**src/rtl/spi_cmd_ctrl.sv**
```systemverilog
// Command/burst controller behind an SPI slave: decodes the command byte and
// turns the following bytes into register write strobes or read-and-return cycles.
module spi_cmd_ctrl #(
    parameter int unsigned MAX_BURST = 16,
    parameter int unsigned AUTO_INC  = 1
) (
    input  logic       clk,
    input  logic       rst,
    input  logic       frame_active,
    input  logic       rx_valid,
    input  logic [7:0] rx_data,
    output logic [7:0] tx_data,
    output logic       tx_load,
    output logic [6:0] reg_addr,
    output logic [7:0] reg_wdata,
    output logic       reg_we,
    output logic       reg_re,
    input  logic [7:0] reg_rdata,
    output logic       busy,
    output logic       ovf
);

    localparam logic [7:0] MAX_B     = 8'(MAX_BURST);
    localparam logic [8:0] MAX_B9    = 9'(MAX_BURST);
    localparam logic [6:0] ADDR_STEP = (AUTO_INC != 0) ? 7'd1 : 7'd0;

    typedef enum logic [2:0] {
        IDLE    = 3'd0,
        CMD     = 3'd1,
        WR      = 3'd2,
        RD_REQ  = 3'd3,
        RD_CAP  = 3'd4,
        RD_WAIT = 3'd5,
        DROP    = 3'd6
    } state_t;

    state_t     state;
    logic [7:0] byte_cnt;
    // Set once frame_active has been seen low, so a reset mid-frame cannot re-enter that frame.
    logic       armed;

    always_ff @(posedge clk or posedge rst) begin
        if (rst) begin
            state     <= IDLE;
            byte_cnt  <= 8'd0;
            armed     <= 1'b0;
            reg_addr  <= 7'd0;
            reg_wdata <= 8'd0;
            reg_we    <= 1'b0;
            reg_re    <= 1'b0;
            tx_data   <= 8'd0;
            tx_load   <= 1'b0;
            busy      <= 1'b0;
            ovf       <= 1'b0;
        end else begin
            reg_we  <= 1'b0;
            reg_re  <= 1'b0;
            tx_load <= 1'b0;

            if (!frame_active) begin
                armed <= 1'b1;
            end

            // Post-increment after the write strobe so reg_addr is stable while reg_we is high.
            if (reg_we) begin
                reg_addr <= reg_addr + ADDR_STEP;
            end

            if (state != IDLE && !frame_active) begin
                state <= IDLE;
                busy  <= 1'b0;
                if (state == WR && rx_valid) begin
                    if (byte_cnt < MAX_B) begin
                        reg_we    <= 1'b1;
                        reg_wdata <= rx_data;
                        byte_cnt  <= byte_cnt + 8'd1;
                    end else begin
                        ovf <= 1'b1;
                    end
                end
            end else begin
                case (state)
                    IDLE: begin
                        if (frame_active && armed) begin
                            state    <= CMD;
                            busy     <= 1'b1;
                            byte_cnt <= 8'd0;
                            ovf      <= 1'b0;
                            tx_data  <= 8'h00;
                            tx_load  <= 1'b1;
                        end
                    end
                    CMD: begin
                        if (rx_valid) begin
                            reg_addr <= rx_data[6:0];
                            state    <= rx_data[7] ? RD_REQ : WR;
                        end
                    end
                    WR: begin
                        if (rx_valid) begin
                            if (byte_cnt < MAX_B) begin
                                reg_we    <= 1'b1;
                                reg_wdata <= rx_data;
                                byte_cnt  <= byte_cnt + 8'd1;
                            end else begin
                                ovf   <= 1'b1;
                                state <= DROP;
                            end
                        end
                    end
                    RD_REQ: begin
                        reg_re <= 1'b1;
                        state  <= RD_CAP;
                    end
                    RD_CAP: begin
                        tx_data  <= reg_rdata;
                        tx_load  <= 1'b1;
                        reg_addr <= reg_addr + ADDR_STEP;
                        state    <= RD_WAIT;
                    end
                    RD_WAIT: begin
                        // Each dummy byte clocked in pays for the next read.
                        if (rx_valid) begin
                            if (byte_cnt < MAX_B) begin
                                byte_cnt <= byte_cnt + 8'd1;
                            end
                            state <= (({1'b0, byte_cnt} + 9'd1) < MAX_B9) ? RD_REQ : DROP;
                        end
                    end
                    DROP: begin
                        if (rx_valid) begin
                            ovf <= 1'b1;
                        end
                    end
                    default: begin
                        state <= IDLE;
                        busy  <= 1'b0;
                    end
                endcase
            end
        end
    end

endmodule

```
**config.mk**
```make
export PLATFORM = sky130hd
export DESIGN_NAME = spi_cmd_ctrl
export DESIGN_NICKNAME = d
export VERILOG_FILES = /design/src/rtl/spi_cmd_ctrl.sv
export SDC_FILE = /design/constraint.sdc
export NUM_CORES = 1
export LEC_CHECK = 0
export BUFFER_PORTS_ARGS = -buffer_cell sky130_fd_sc_hd__buf_2
export CORE_MARGIN = 4
export CORE_UTILIZATION = 30
export DETAILED_ROUTE_END_ITERATION = 12
export GPL_ROUTABILITY_DRIVEN = 1
export HOLD_SLACK_MARGIN = 0.15
export PLACE_DENSITY = 0.46
export SYNTH_ARGS = -nofsm -noshare
export SYNTH_HDL_FRONTEND = slang
export SYNTH_SLANG_ARGS = --single-unit
```
**constraint.sdc**
```tcl
create_clock -name clk -period 2.15 [get_ports clk]
set_input_delay 0.1075 -clock clk [delete_from_list [all_inputs] [get_ports clk]]
set_output_delay 0.1075 -clock clk [all_outputs]
set_load 0.1 [all_outputs]
```
==> summary.txt <==
Clock tree
  • Resize count post-CTS: 0
  • Clk slew on worst S/H paths: 80 ps
  • CTS Buf Count: 5
  • Postcts setup bufs: 0
  • CTS tree: done
  • Clk buf depth: 2
  • TritonCTS Sinks: 40
  • CTS Hold Bufs: 17
  • CTS root buf: clkbuf_8
  • Skew-Pair Late Insertion Delay: 290 ps
  • H-tree depth: 2

Yosys
  • Simple-Gate Fraction of Synth Area: 22.6%
  • Mux contribution to synthesized area: 7.00%
  • Top FF cell, synth: dfrtp_1
  • Most frequent cell after synthesis: dfrtp_1
  • Yosys cell types: 54
  • Syn avg cell area: 9.26 um2
  • Main combinational cell family by area after synthesis: simple AND/OR/NAND/NOR gates
  • Seq cells post-synth: 40
  • Yosys top cell by area: dfrtp_1
  • Largest cells by area after synthesis: dfrtp_1 (43%), mux2_2 (4.8%), nand2_1 (4.7%), nand3_1 (3.0%), nor2b_1 (2.7%)
  • Compound-gate portion of the synthesized area: 19.3%
  • Share of the synthesized area in the top cell type: 43.1%
  • Adder-cell share of the synthesized area: 1.08%
  • Post-synth EDFFs: 0
  • Ys async rst share: 100%
  • Syn nets: 273
  • Post-Syn Instances: 251
  • Sequential area share after synthesis: 43.1%
  • Synth cell count leaders: dfrtp_1 (40), nand2_1 (29), clkbuf_1 (16), nand3_1 (14), a21oi_1 (12)
  • Post-Synthesis Cell Area: 2320 um2
  • Yosys Warn Count: 0
  • Post-Synth XOR/XNOR Area: 1.51%

Flow run
  • Max_cap viols: 0

Routing
  • 1st-iter DRT viols: 98
  • Routed vias: 2072
  • Vias per inst: 5.04
  • WL/cell: 14.7 um
  • Max Used Layer: met4
  • First-pass iteration count of the detailed router: 4
  • Met2 wire len: 2.66 mm
  • Wire length on met1: 3.04 mm
  • Routed met3 length: 265 um
  • Detailed Route WL: 6.03 mm
  • DRC viols: 0
  • Final ANT Viol Nets: 0

Finish
  • Share of layout cells above drive strength 1: 27.2%
  • Fill cells: 749
  • Fin cells: 411
  • Final instance area: 2980 um2
  • # nets final: 333
  • Layout area overhead: 28.2%
  • N_diodes: 0

Floorplan
  • Die area: 9220 um2
  • Die width: 96.0 um
  • Chip height: 96.0 um
  • Cell Rows: 31
  • Initial core utilization: 31.4%
  • # IOs: 48
  • Core area: 7410 um2

Worst setup path
  • Worst EP required: 2370 ps
  • Crit path kind: reg -> reg
  • Crit start category: flop
  • Critical Path AT: 2070 ps
  • CP max FO: 18
  • R2R setup slack: 300 ps
  • Worst setup EP type: flop

Placement
  • Placed cell areas: 2680 um2
  • Buffers added on ports: 47
  • Placed cells: 386
  • DPL Wire Length: 4.11 mm
  • GPL Wtd Cong: 0.782

Timing
  • Worst hold slack: 211 ps
  • Setup Skew: 2.60 ps
  • RSZ-0062 raised after global routing: false
  • Setup TNS: 0 ps
  • Least-Margin Pin Slew: 539 ps
  • Final Cycle Share: 85.9%
  • Slew Limit Fails: 0
  • Fmax: 541 MHz
  • Final min period: 1850 ps
  • Fin. Hold Viols: 0
  • # setup viols final: 0
  • Slew headroom: 64.0%

Power and ir drop
  • Worst VDD drop: 0.00109 V
  • Leakage: 1.41 nW
  • Power per cell area: 1480 nW/um2
  • Final Power: 4.39 mW

Global routing
  • Vias in the first global route: 2020
  • All-Layer GR Usage: 14.1%
  • First-pass GRT wire length: 10.2 mm
  • Antenna violations before repair: 0
  • Grt ovf: 0
  • Largest net degree at the start of global routing: 41

Worst hold path
  • Min-Delay Path Class: in -> reg

Outcome
  • Status: finished, final reports clean
[power breakdown]
part           internal, mW  switching [mW]  leakage (nW)  total [mW]
Clock                 0.410           0.277        0.0645       0.687
Combinational         0.605            1.87         0.833        2.47
Sequential            0.970           0.266         0.514        1.24
Total                  1.98            2.41          1.41        4.39
[placed cells by master (no fill, tap or decap), types with 4 or more instances in the layout]
| cell | netlist | layout |
|---|---|---|
| buf_2 | 5 | 47 |
| dfrtp_1 | 40 | 36 |
| nand2_1 | 29 | 29 |
| dlygate4sd3_1 | 0 | 17 |
| nand3_1 | 14 | 14 |
| buf_4 | 0 | 13 |
| a21oi_1 | 12 | 12 |
| nor2b_1 | 10 | 10 |
| mux2_2 | 10 | 10 |
| o22ai_1 | 9 | 9 |
| nor2_1 | 8 | 8 |
| o21ai_0 | 8 | 8 |
| nand2b_1 | 7 | 7 |
| nand4_1 | 7 | 7 |
| clkbuf_8 | 0 | 7 |
| inv_1 | 6 | 6 |
| mux2i_1 | 5 | 5 |
| o211ai_1 | 4 | 4 |
| and2_1 | 4 | 4 |
| o2111a_1 | 4 | 4 |
| dfrtp_2 | 0 | 4 |
[layout make-up]
class,count,area [um2],share of cell area [%]
Sequential cell,40,1010,33.8
Clock buffer,7,96.3,3.24
Inverter,6,22.5,0.756
Clock inverter,1,30.0,1.01
Tap cell,99,124,4.16
Timing Repair Buffer,77,503,16.9
Multi-Input combinational cell,181,1200,40.2
[worst paths after layout]
kind / from / depth (start not counted) / to
worst max-delay path: state[2] / 4 / byte_cnt[3]
worst max register to register: state[2] / 4 / byte_cnt[3]
worst min register to register: tx_data[7] / 2 / tx_data[7]
min in group asynchronous: rst / 4 / tx_data[2]
worst min-delay path: frame_active / 3 / state[2]
max in group asynchronous: rst / 4 / reg_addr[1]
[critical path: stages, from the launching register on]
cell and delay (ps):
dfrtp_1 560, or2_0 300, o211a_1 270, or4_1 500, a21boi_1 150
[registers in the layout (all words and copies together), names as in the netlist]
signal	count
byte_cnt	8
ovf	1
tx_data	8
reg_addr	7
reg_we	1
state	3
tx_load	1
reg_re	1
busy	1
reg_wdata	8
armed	1
[per-layer routing]
layer	vias to the layer above	track usage [%]
li1	1033	-
met1	979	20.3
met2	55	21.4
met3	5	2.89
met4	0	3.91
met5	-	0
[cell families (layout without fill, tap and decap cells)]
family | count (synthesis) | count (layout)
compound gates | 64 | 64
mux | 15 | 15
simple gates | 96 | 96
fa+ha+maj | 2 | 2
xor+xnor | 4 | 4
flops | 40 | 40
buf+inv | 30 | 91
[metrics by stage]
| stage | util, % | setup WS [ps] |
|---|---|---|
| final | 40.2 | 302 |
| after global routing | 40.2 | 104 |
| after CTS | 40.2 | 301 |
| after detailed placement | 36.2 | 324 |
| after global placement | 36.2 | 327 |
| after floorplan | - | 64.0 |
No activity file was read; power rests on OpenSTA's default activity.
